$ cat src/rtl/ntt_ctrl_pkg.sv
// ntt_ctrl_pkg
// Shared definitions for the MDC NTT sequencer: FSM state encoding,
// a constant-evaluable ceil(log2) helper and the default watchdog limit.
package ntt_ctrl_pkg;

    typedef enum logic [2:0] {
        ST_IDLE  = 3'd0,
        ST_FEED  = 3'd1,
        ST_WAIT  = 3'd2,
        ST_DRAIN = 3'd3,
        ST_FIN   = 3'd4
    } state_t;

    localparam int DEFAULT_TIMEOUT = 4096;

    // Smallest r with 2**r >= v; used to size counters at elaboration.
    function automatic int clog2(input int v);
        int r;
        r = 0;
        for (int i = 0; i < 31; i++) begin
            if ((1 << i) < v) begin
                r = i + 1;
            end
        end
        return r;
    endfunction

endpackage

$ cat src/rtl/ntt_ctrl_vdelay.sv
// ntt_ctrl_vdelay
// 1-bit shift register of depth DEPTH. Delays the coefficient-RAM read
// enable so that it lines up with the returned read data.
// Ports:
//   clk      system clock
//   rst      synchronous active-high reset (clears every stage)
//   i_valid  undelayed valid
//   o_valid  i_valid delayed by DEPTH cycles
module ntt_ctrl_vdelay #(
    parameter int DEPTH = 2
) (
    input  logic clk,
    input  logic rst,
    input  logic i_valid,
    output logic o_valid
);

    logic [DEPTH-1:0] r_sr;

    generate
        if (DEPTH == 1) begin : g_one
            always_ff @(posedge clk) begin
                if (rst) r_sr <= 1'b0;
                else     r_sr <= i_valid;
            end
        end else begin : g_many
            always_ff @(posedge clk) begin
                if (rst) r_sr <= '0;
                else     r_sr <= {r_sr[DEPTH-2:0], i_valid};
            end
        end
    endgenerate

    assign o_valid = r_sr[DEPTH-1];

endmodule

$ cat src/rtl/ntt_mdc_ctrl.sv
// ntt_mdc_ctrl
// Runs one full polynomial transform through the MDC NTT pipeline:
// accepts a command, streams N/2 coefficient pairs from the coefficient RAM
// into the pipeline with a start pulse on the first pair, then writes the
// N/2 output pairs that follow the pipeline's finish pulse into the result
// RAM. A watchdog aborts with err if finish does not arrive in time.
// Ports:
//   clk, rst                      clock, synchronous active-high reset
//   cmd_valid/cmd_intt/cmd_ready  command request, mode, accept (IDLE only)
//   busy, done, err               status; done is a pulse, err valid with done
//   rd_en/rd_addr/rd_data_*       coefficient RAM, DELAY_BRAM read latency
//   ntt_start/ntt_intt/ntt_in_*   pipeline input side
//   ntt_finish/ntt_out_*          pipeline output side
//   wr_en/wr_addr/wr_data_*       result RAM write port
//   dbg_state                     current FSM state
// Handshake: a command transfers on a cycle where cmd_valid and cmd_ready
// are both high; the requester holds cmd_valid until that happens.
module ntt_mdc_ctrl
    import ntt_ctrl_pkg::*;
#(
    parameter int LOGQ       = 64,
    parameter int LOGN       = 8,
    parameter int DELAY_BRAM = 2,
    parameter int TIMEOUT    = DEFAULT_TIMEOUT
) (
    input  logic            clk,
    input  logic            rst,
    input  logic            cmd_valid,
    input  logic            cmd_intt,
    output logic            cmd_ready,
    output logic            busy,
    output logic            done,
    output logic            err,
    output logic            rd_en,
    output logic [LOGN-2:0] rd_addr,
    input  logic [LOGQ-1:0] rd_data_0,
    input  logic [LOGQ-1:0] rd_data_1,
    output logic            ntt_start,
    output logic            ntt_intt,
    output logic [LOGQ-1:0] ntt_in_0,
    output logic [LOGQ-1:0] ntt_in_1,
    input  logic            ntt_finish,
    input  logic [LOGQ-1:0] ntt_out_0,
    input  logic [LOGQ-1:0] ntt_out_1,
    output logic            wr_en,
    output logic [LOGN-2:0] wr_addr,
    output logic [LOGQ-1:0] wr_data_0,
    output logic [LOGQ-1:0] wr_data_1,
    output logic [2:0]      dbg_state
);

    localparam int AW  = LOGN - 1;
    localparam int NP  = 1 << (LOGN - 1);
    localparam int WDW = clog2(TIMEOUT + 1);

    state_t          r_state, w_next;
    logic            r_rd_act;
    logic [AW-1:0]   r_rd_cnt;
    logic [AW-1:0]   r_wr_cnt;
    logic [WDW-1:0]  r_wd;
    logic            r_wd_run;
    logic            r_vd_q;
    logic            r_intt;
    logic            r_err;

    logic            w_dvalid;
    logic            w_start;
    logic            w_waiting;
    logic            w_fin_hit;
    logic            w_timeout;
    logic            w_accept;

    ntt_ctrl_vdelay #(.DEPTH(DELAY_BRAM)) u_vdelay (
        .clk     (clk),
        .rst     (rst),
        .i_valid (r_rd_act),
        .o_valid (w_dvalid)
    );

    assign w_accept  = (r_state == ST_IDLE) && cmd_valid;
    // The delayed valid is one contiguous burst per op, so its rising edge
    // marks the first pair.
    assign w_start   = w_dvalid && !r_vd_q;
    // Finish/timeout are watched from the start pulse onward, which can fall
    // inside FEED as well as WAIT.
    assign w_waiting = r_wd_run && ((r_state == ST_FEED) || (r_state == ST_WAIT));
    assign w_fin_hit = w_waiting && ntt_finish;
    assign w_timeout = w_waiting && !ntt_finish && (r_wd == WDW'(TIMEOUT));

    always_comb begin
        w_next = r_state;
        unique case (r_state)
            ST_IDLE:  if (cmd_valid) w_next = ST_FEED;
            ST_FEED: begin
                if (w_fin_hit)                       w_next = ST_DRAIN;
                else if (w_timeout)                  w_next = ST_FIN;
                else if (r_rd_cnt == AW'(NP - 1))    w_next = ST_WAIT;
            end
            ST_WAIT: begin
                if (w_fin_hit)      w_next = ST_DRAIN;
                else if (w_timeout) w_next = ST_FIN;
            end
            ST_DRAIN: if (r_wr_cnt == AW'(NP - 1)) w_next = ST_FIN;
            ST_FIN:   w_next = ST_IDLE;
            default:  w_next = ST_IDLE;
        endcase
    end

    always_ff @(posedge clk) begin
        if (rst) begin
            r_state  <= ST_IDLE;
            r_rd_act <= 1'b0;
            r_rd_cnt <= '0;
            r_wr_cnt <= '0;
            r_wd     <= '0;
            r_wd_run <= 1'b0;
            r_vd_q   <= 1'b0;
            r_intt   <= 1'b0;
            r_err    <= 1'b0;
        end else begin
            r_state <= w_next;
            r_vd_q  <= w_dvalid;

            if (w_accept) begin
                r_intt   <= cmd_intt;
                r_err    <= 1'b0;
                r_rd_act <= 1'b1;
                r_rd_cnt <= '0;
            end else if (w_next == ST_FIN) begin
                // An abort can land while reads are still running.
                r_rd_act <= 1'b0;
            end else if (r_rd_act) begin
                if (r_rd_cnt == AW'(NP - 1)) r_rd_act <= 1'b0;
                else                         r_rd_cnt <= r_rd_cnt + AW'(1);
            end

            if (w_timeout) r_err <= 1'b1;

            // Watchdog holds k on the k-th cycle after the start pulse.
            if (w_start) begin
                r_wd     <= WDW'(1);
                r_wd_run <= 1'b1;
            end else if (r_state == ST_FIN) begin
                r_wd_run <= 1'b0;
            end else if (r_wd_run && (r_wd != WDW'(TIMEOUT))) begin
                r_wd <= r_wd + WDW'(1);
            end

            // Pair 0 is written on the finish cycle itself.
            if (w_fin_hit) begin
                r_wr_cnt <= AW'(1);
            end else if ((r_state == ST_DRAIN) && (r_wr_cnt != AW'(NP - 1))) begin
                r_wr_cnt <= r_wr_cnt + AW'(1);
            end
        end
    end

    assign cmd_ready = (r_state == ST_IDLE);
    assign busy      = (r_state != ST_IDLE);
    assign done      = (r_state == ST_FIN);
    assign err       = (r_state == ST_FIN) && r_err;
    assign rd_en     = r_rd_act;
    assign rd_addr   = r_rd_cnt;
    assign ntt_start = w_start;
    assign ntt_intt  = r_intt;
    assign ntt_in_0  = w_dvalid ? rd_data_0 : '0;
    assign ntt_in_1  = w_dvalid ? rd_data_1 : '0;
    assign wr_en     = (r_state == ST_DRAIN) || w_fin_hit;
    assign wr_addr   = (r_state == ST_DRAIN) ? r_wr_cnt : '0;
    assign wr_data_0 = wr_en ? ntt_out_0 : '0;
    assign wr_data_1 = wr_en ? ntt_out_1 : '0;
    assign dbg_state = r_state;

endmodule

$ cat config.mk
export PLATFORM = sky130hd
export DESIGN_NAME = ntt_mdc_ctrl
export DESIGN_NICKNAME = d
export VERILOG_FILES = /design/src/rtl/ntt_ctrl_pkg.sv /design/src/rtl/ntt_ctrl_vdelay.sv /design/src/rtl/ntt_mdc_ctrl.sv
export SDC_FILE = /design/constraint.sdc
export NUM_CORES = 1
export LEC_CHECK = 0
export ABC_AREA = 0
export BUFFER_PORTS_ARGS = -buffer_cell sky130_fd_sc_hd__buf_2
export CORE_AREA = 2 2 211 213
export DETAILED_ROUTE_END_ITERATION = 10
export DIE_AREA = 0 0 213 215
export GPL_TIMING_DRIVEN = 0
export PLACE_DENSITY_LB_ADDON = 0.12
export SETUP_SLACK_MARGIN = 0.02
export SYNTH_ARGS = -nofsm -noshare
export SYNTH_HDL_FRONTEND = slang
export SYNTH_SLANG_ARGS = --single-unit
$ cat constraint.sdc
create_clock -name clk -period 2.2 [get_ports clk]
set_input_delay 0.22 -clock clk [delete_from_list [all_inputs] [get_ports clk]]
set_output_delay 0.22 -clock clk [all_outputs]
set_load 0.005 [all_outputs]
==> results of run 1 <==
routing by layer:
layer  up-vias  track usage, %
met2       193            15.5
met1      2358            13.3
met3        12            2.08
met4         2           0.956
met5         -               0
li1       2647               -
placed cells by master, fill, tap and decap left out, types with 2 or more instances in the layout:
cell	instances
clkbuf_1	15
o21ba_2	2
nand2b_1	8
buf_4	15
nor2_4	2
nand4_1	10
nor2_1	21
nand3_1	7
buf_6	5
a21oi_1	10
a41oi_1	2
dfxtp_1	36
and2_1	135
clkbuf_16	5
xor2_1	12
nor3_1	4
clkbuf_2	2
a211oi_1	3
nor2b_2	10
nand3b_1	3
clkinv_4	2
nand2_1	20
mux2i_1	6
nor2b_1	122
o21ai_0	5
and3_1	3
ha_1	4
inv_1	7
or3_1	4
buf_2	542
worst max path at each step:
stage          slack [ps]                     from       endpoint  depth (start not counted)
2_1_floorplan         540  dbg_state[0]$_SDFF_PP0_  wr_data_1[44]                          7
3_3_place_gp          -50  dbg_state[0]$_SDFF_PP0_  wr_data_1[23]                          8
3_5_place_dp          -40  dbg_state[1]$_SDFF_PP0_   wr_data_0[7]                          8
4_1_cts                 3  dbg_state[1]$_SDFF_PP0_   wr_data_0[7]                          8
5_1_grt                 6  dbg_state[1]$_SDFF_PP0_   wr_data_0[7]                          8
6_report               80  dbg_state[1]$_SDFF_PP0_  wr_data_1[41]                          8
worst reg2reg max path: cells and delay by family (launching register included):
| kind | cells | cell delay, ps |
|---|---|---|
| simple gates | 1 | 530 |
| flops | 1 | 320 |
| buf+inv | 2 | 280 |
| compound gates | 2 | 740 |
cells by family (layout without fill, tap and decap cells):
family | Yosys count | in the layout
simple gates | 360 | 360
buf+inv | 40 | 594
flops | 37 | 37
compound gates | 27 | 27
xor+xnor | 14 | 14
mux | 6 | 6
fa+ha+maj | 4 | 4
other cells | 0 | 1
power by group through the flow:
stage / Sequential (mW) / Clock, mW / Combinational, mW
floorplan: 0.703 / 0 / 0.169
global placement: 0.706 / 0 / 0.523
detailed placement: 0.706 / 0 / 0.520
CTS: 0.691 / 0.777 / 0.531
global route: 0.693 / 0.795 / 0.588
finish: 0.691 / 0.743 / 0.533
flip-flops by register name, indices dropped and copies added (netlist names):
name           cells
r_wd              13
r_wr_cnt           7
rd_addr            7
dbg_state          3
u_vdelay.r_sr      2
ntt_intt           1
r_err              1
r_vd_q             1
r_wd_run           1
rd_en              1
cell type report:
| class | count | area (um^2) | share of cell area [%] |
|---|---|---|---|
| Buffer | 33 | 190 | 2.61 |
| Sequential cell | 37 | 742 | 10.2 |
| Timing Repair Buffer | 546 | 2760 | 37.9 |
| Tap cell | 592 | 741 | 10.2 |
| Inverter | 7 | 26.3 | 0.361 |
| Multi-Input combinational cell | 411 | 2670 | 36.7 |
| Antenna cell | 1 | 2.50 | 0.0344 |
| Clock buffer | 5 | 125 | 1.72 |
| Clock inverter | 3 | 22.5 | 0.310 |
metrics by stage:
stage | setup TNS, ps | hold slack [ps] | setup WS (ps)
6_report | 0 | 197 | 81.4
5_1_grt | 0 | 206 | 5.93
4_1_cts | 0 | 177 | 3.27
3_5_place_dp | -114 | 431 | -41.8
3_3_place_gp | -168 | 431 | -45.2
2_1_floorplan | 0 | 292 | 544
timing repair:
item,4_1_cts,5_1_grt
resized for setup,34,3
pin swaps,0,2
setup buffers,0,5
endpoints found under the setup margin,129,92
==> metrics.txt, run 1 <==
Primary FF master, synth dfxtp_1; vias in the first global route approximately 4,700; worst reg2reg path depth 5; Area growth, synth to finish 106%; CP most frequent cell buf_6; drt drc 0; DR iter-0 viols around 180; worst slew pin tran approximately 780 ps; Die H approximately 220 um; Fill cells ~5,000; DR WL/cell around 15 um; dpl cell area approximately 7000 um^2; RSZ-0062 raised after global routing false; CTS Buf Count 5; worst-path maximum fanout 10; ranking of synthesized cells by area and2_1 24%, nor2b_1 23%, dfxtp_1 21%; Required @ worst endpoint slightly below 2000 ps; mux cell area share after synthesis 1.70%; Max Clock Skew about 12 ps; GR Util All Layers under 10%; maxcap violations 0; sequential fraction of the synthesis area between 20% and 30%; final hold vios 0; total wire length between 20,000 and 25,000 um; Adder-Cell Fraction of Synth Area 1.42%; Synth Area in Compound Gates 5.29%; Yosys top cell area share a little under a quarter; hold wc startpoint cmd_intt; Int Pwr between 1 and 1.5 mW; YS warnings 0; area of the die 45,800 um^2; first-pass GRT wire length 32,400 um; synthesized area per cell between 7 and 8 um^2; io pins 542; WP data arrival 1900 ps; DR vias 5,212; metal2 WL about 11,000 um; Vias/cell between 3 and 4; Design Area, Final 7270 um^2; mapped cell area approximately 3500 um^2; clock power share between 30% and 40%; CTS Sinks 37; Initial Util around 8.1%; RR Startpoint dbg_state[0]$_SDFF_PP0_; Core Rows 77; status complete, no violations; Skew-Pair Late Insertion Delay roughly 300 ps; critical path's largest stage delay around 350 ps; CP Cell Sequence buf_6, xor2_2, and3_4, nor2_4, buf_6, buf_4, nor2b_2, buf_2; Endpoint, Worst Hold ntt_intt$_SDFFE_PP0P_; switching power total approximately 0.55 mW; class of the worst hold path in -> reg; Detail Placement HPWL around 21,000 um; Leakage ~4.1 nW; Synth Area in Simple Gates just over 60%; CP bufs+invs 4; Worst-path clk slew roughly 70 ps; Initial DRT Pass Iterations 4; largest net degree at the start of global routing 14; highest routed metal layer met5; routability cong. 0.929; Critical Path Start Type register; Worst Setup End Kind primary output; Reg power frac between 30% and 40%; Post-Syn Instances a little under 500; Final Net Count around 1,300; Sw Ratio approximately 28%; Final min period 2120 ps; Die X around 210 um; relative slew slack between 40 and 50%; share of cells above drive strength 1 57.3%; synthesized flop and latch total 37; r2r endpoint rd_addr[2]$_SDFFE_PP0P_; Netlist cell types 40; async set-or-reset flop fraction in the synthesized netlist 0%; Final period util 96.3%; Post-Synth XOR/XNOR Area roughly 3.5%; CP top delay family buffers and inverters; root buf cell clkbuf_16; biggest area consumer among synthesized cells and2_1; Crit-path slowest cell dfxtp_1; power density over the cells ~270 nW/um^2; most common cell in the netlist and2_1; final non-filler cell total between 1,500 and 2,000; Met3 Wirelength 1540 um; Core ar. between 40,000 and 50,000 um^2; Mapped Nets ~750; clk buf depth 2; largest family of logic cells by synthesized area simple AND/OR/NAND/NOR gates; placed instance count 1,621; H-tree depth 2; Peak VDD IR 0.270 mV; R2R Setup Slk ~240 ps; CTS Hold Bufs 0; ANT nets after route 0; routed length on met1 around 11,000 um; initial antenna violation count 2; Slew Viols, Final 0; CTS tree built; Pwr Total about 2.0 mW; # port buffers about 540; Max Fclk about 470 MHz; number of synthesized flops with an enable pin 0; GRT overflow 0; # setup viols final 0; Logic pwr share about 27%; worst hold stages 3; most frequent cells after synthesis 135 x and2_1, 132 x nor2b_1, 37 x dfxtp_1; Core Util, Final around 17%; crit path kind reg -> out
(Power assumes the default switching activity.)
==> run 2: changes to the inputs <==
- ABC_AREA: 0 -> 1
- CORE_AREA: 2 2 211 213 -> 2 2 210 212
- DIE_AREA: 0 0 213 215 -> 0 0 212 214
==> run 2 against run 1 <==
Against the previous run: global-route usage rose by 4.6 points; clock skew is 7.2 ps lower; largest cell class unchanged; critical endpoint is now wr_data_0[19]; cell area increased by 21%; power is 3.1% higher.
==> metrics.txt, run 2 <==
Required @ worst endpoint 1980 ps (about the same); Die X 212 um (was 213 um); Max Fclk 483 MHz (was 472 MHz); Initial DRT Pass Iterations 4 (unchanged); H-tree depth 2 (unchanged); ranking of synthesized cells by area nor2_4 23%, inv_1 22%, dfxtp_1 15% (was and2_1 24%, nor2b_1 23%, dfxtp_1 21%); Vias/cell 3.37 (was 3.19); Max Clock Skew 4.94 ps (was 12.1 ps); async set-or-reset flop fraction in the synthesized netlist 0% (unchanged); area of the die 45,400 um^2 (was 45,800 um^2); number of synthesized flops with an enable pin 0 (unchanged); final hold vios 0 (unchanged); CTS tree built (unchanged); Detail Placement HPWL 30,600 um (was 21,100 um); DR vias 6,660 (was 5,212); DR WL/cell 17.0 um (was 14.6 um); CTS Buf Count 5 (unchanged); Critical Path Start Type register (unchanged); most common cell in the netlist inv_1 (was and2_1); Area growth, synth to finish 76.3% (was 106%); Slew Viols, Final 0 (unchanged); largest net degree at the start of global routing 12 (was 14); io pins 542 (unchanged); synthesized area per cell 6.07 um^2 (was 7.22 um^2); largest reg by FF count r_wd (unchanged); relative slew slack 64.7% (was 48.3%); DR iter-0 viols 337 (was 183); drt drc 0 (unchanged); Reg power frac 34.1% (was 35.1%); Core ar. 42,900 um^2 (was 43,600 um^2); # setup viols final 0 (unchanged); routability cong. 0.959 (was 0.929); class of the worst hold path in -> reg (unchanged); biggest area consumer among synthesized cells nor2_4 (was and2_1); Fill cells 5,097 (was 5,052); CTS Sinks 37 (unchanged); sequential fraction of the synthesis area 14.9% (was 21.0%); initial antenna violation count 18 (was 2); Peak VDD IR 0.246 mV (was 0.270 mV); Netlist cell types 29 (was 40); Yosys top cell area share 22.8% (was 24.0%); worst-path maximum fanout 10 (unchanged); worst slew pin tran 529 ps (was 776 ps); Sw Ratio 31.9% (was 28.0%); Core Rows 76 (was 77); power density over the cells 231 nW/um^2 (was 270 nW/um^2); synthesized flop and latch total 37 (unchanged); YS warnings 0 (unchanged); Primary FF master, synth dfxtp_1 (unchanged); CTS Hold Bufs 0 (unchanged); most frequent cells after synthesis 297 x inv_1, 185 x nand2_1, 101 x nor2_4 (was 135 x and2_1, 132 x nor2b_1, 37 x dfxtp_1); RSZ-0062 raised after global routing false (unchanged); WP data arrival 1850 ps (was 1900 ps); mapped cell area 4980 um^2 (was 3520 um^2); ANT nets after route 0 (unchanged); Final period util 94.1% (was 96.3%); Worst Setup End Kind primary output (unchanged); Logic pwr share 31.5% (was 27.1%); final setup TNS 0 ps (unchanged); clk buf depth 2 (unchanged); GR Util All Layers 14.2% (was 9.57%); Largest register FFs 13 (unchanged); total wire length 33,700 um (was 23,800 um); most common cell after layout, fill and taps aside buf_2 (unchanged); Leakage 5.95 nW (was 4.07 nW); GRT overflow 0 (unchanged); Int Pwr 1.38 mW (was 1.42 mW); Worst-path clk slew 60 ps (was 70 ps); switching power total 0.646 mW (was 0.551 mW); Die H 214 um (was 215 um); root buf cell clkbuf_16 (unchanged); Final min period 2070 ps (was 2120 ps); clock power share 34.5% (was 37.8%); # port buffers 541 (unchanged); first-pass GRT wire length 46,200 um (was 32,400 um); crit path kind reg -> out (unchanged); maxcap violations 0 (unchanged); share of cells above drive strength 1 52.9% (was 57.3%); Final Net Count 1,649 (was 1,306); most frequent cells in the layout 539 x buf_2, 296 x inv_1, 184 x nand2_1 (was 542 x buf_2, 135 x and2_1, 122 x nor2b_1); Post-Syn Instances 820 (was 488); Initial Util 11.6% (was 8.08%); status complete, no violations (unchanged); Mapped Nets 1,085 (was 753); register area 752 um^2 (was 742 um^2); multi-input combinational cell area 2800 um^2 (was 2670 um^2); Skew-Pair Late Insertion Delay 280 ps (was 300 ps); Pwr Total 2.03 mW (was 1.97 mW); vias in the first global route 6,506 (was 4,740)
## run 2: layout make-up
type                            instances  area share (%)
Buffer                                 31            3.85
Sequential cell                        37            8.57
Multi-Input combinational cell        450            31.9
Clock inverter                          2           0.114
Tap cell                              585            8.34
Antenna cell                            5           0.143
Timing Repair Buffer                  557            32.7
Clock buffer                            6            1.47
Inverter                              302            13.0
## run 2: logic make-up after synthesis
group / count (synthesis) / synth area share [%]
compound gates: 44 / 4.50
xor+xnor: 11 / 1.94
fa+ha+maj: 4 / 1.01
buf+inv: 333 / 29.2
flops: 37 / 14.9
simple gates: 391 / 48.5
## run 2: per-layer routing
layer	GRT usage (%)	up-vias	share of wire (%)
li1	-	3372	-
met1	16.4	2879	39
met2	22.9	341	44
met3	7.56	48	15
met4	3.17	20	2.2
met5	0	-	0.38
## run 2: what timing repair did
item	in CTS	in global routing
endpoints found under the setup margin	144	68
gates resized for setup	15	13
setup buffers	9	7
pin swaps	3	4
## run 2: through the flow
step	cell area [um^2]	instances	hold slack [ps]	utilization, %	setup WS [ps]
2_1_floorplan	4980	820	385	-	688
3_3_place_gp	8420	1946	390	19.6	151
3_5_place_dp	8420	1946	395	19.6	127
4_1_cts	8690	1963	206	20.3	47.7
5_1_grt	8770	1972	234	20.4	33.0
6_report	8770	1975	212	20.5	129
## run 2: power groups by stage
stage | combinational, mW | sequential (mW) | clock (mW)
2_1_floorplan | 0.255 | 0.705 | 0
3_3_place_gp | 0.636 | 0.708 | 0
3_5_place_dp | 0.636 | 0.708 | 0
4_1_cts | 0.647 | 0.691 | 0.738
5_1_grt | 0.712 | 0.692 | 0.779
6_report | 0.639 | 0.691 | 0.699
## run 2: final timing paths
check	slack, ps	cells after the start	end	startpoint
max	130	11	wr_data_0[19]	dbg_state[1]$_SDFF_PP0_
min	210	3	ntt_intt$_SDFFE_PP0P_	cmd_intt
max reg2reg	410	8	dbg_state[0]$_SDFF_PP0_	r_wr_cnt[0]$_SDFFE_PP0P_
min reg2reg	400	2	u_vdelay.r_sr[1]$_SDFF_PP0_	u_vdelay.r_sr[0]$_SDFF_PP0_
## run 2: worst max-delay path: stages (launching register included)
cell	delay [ps]
dfxtp_4	370
nor2_4	120
nand2_2	70
nand2_2	100
nand3_4	90
nand2_4	90
inv_2	60
buf_12	150
buf_12	140
buf_12	150
nor2_4	80
buf_2	120
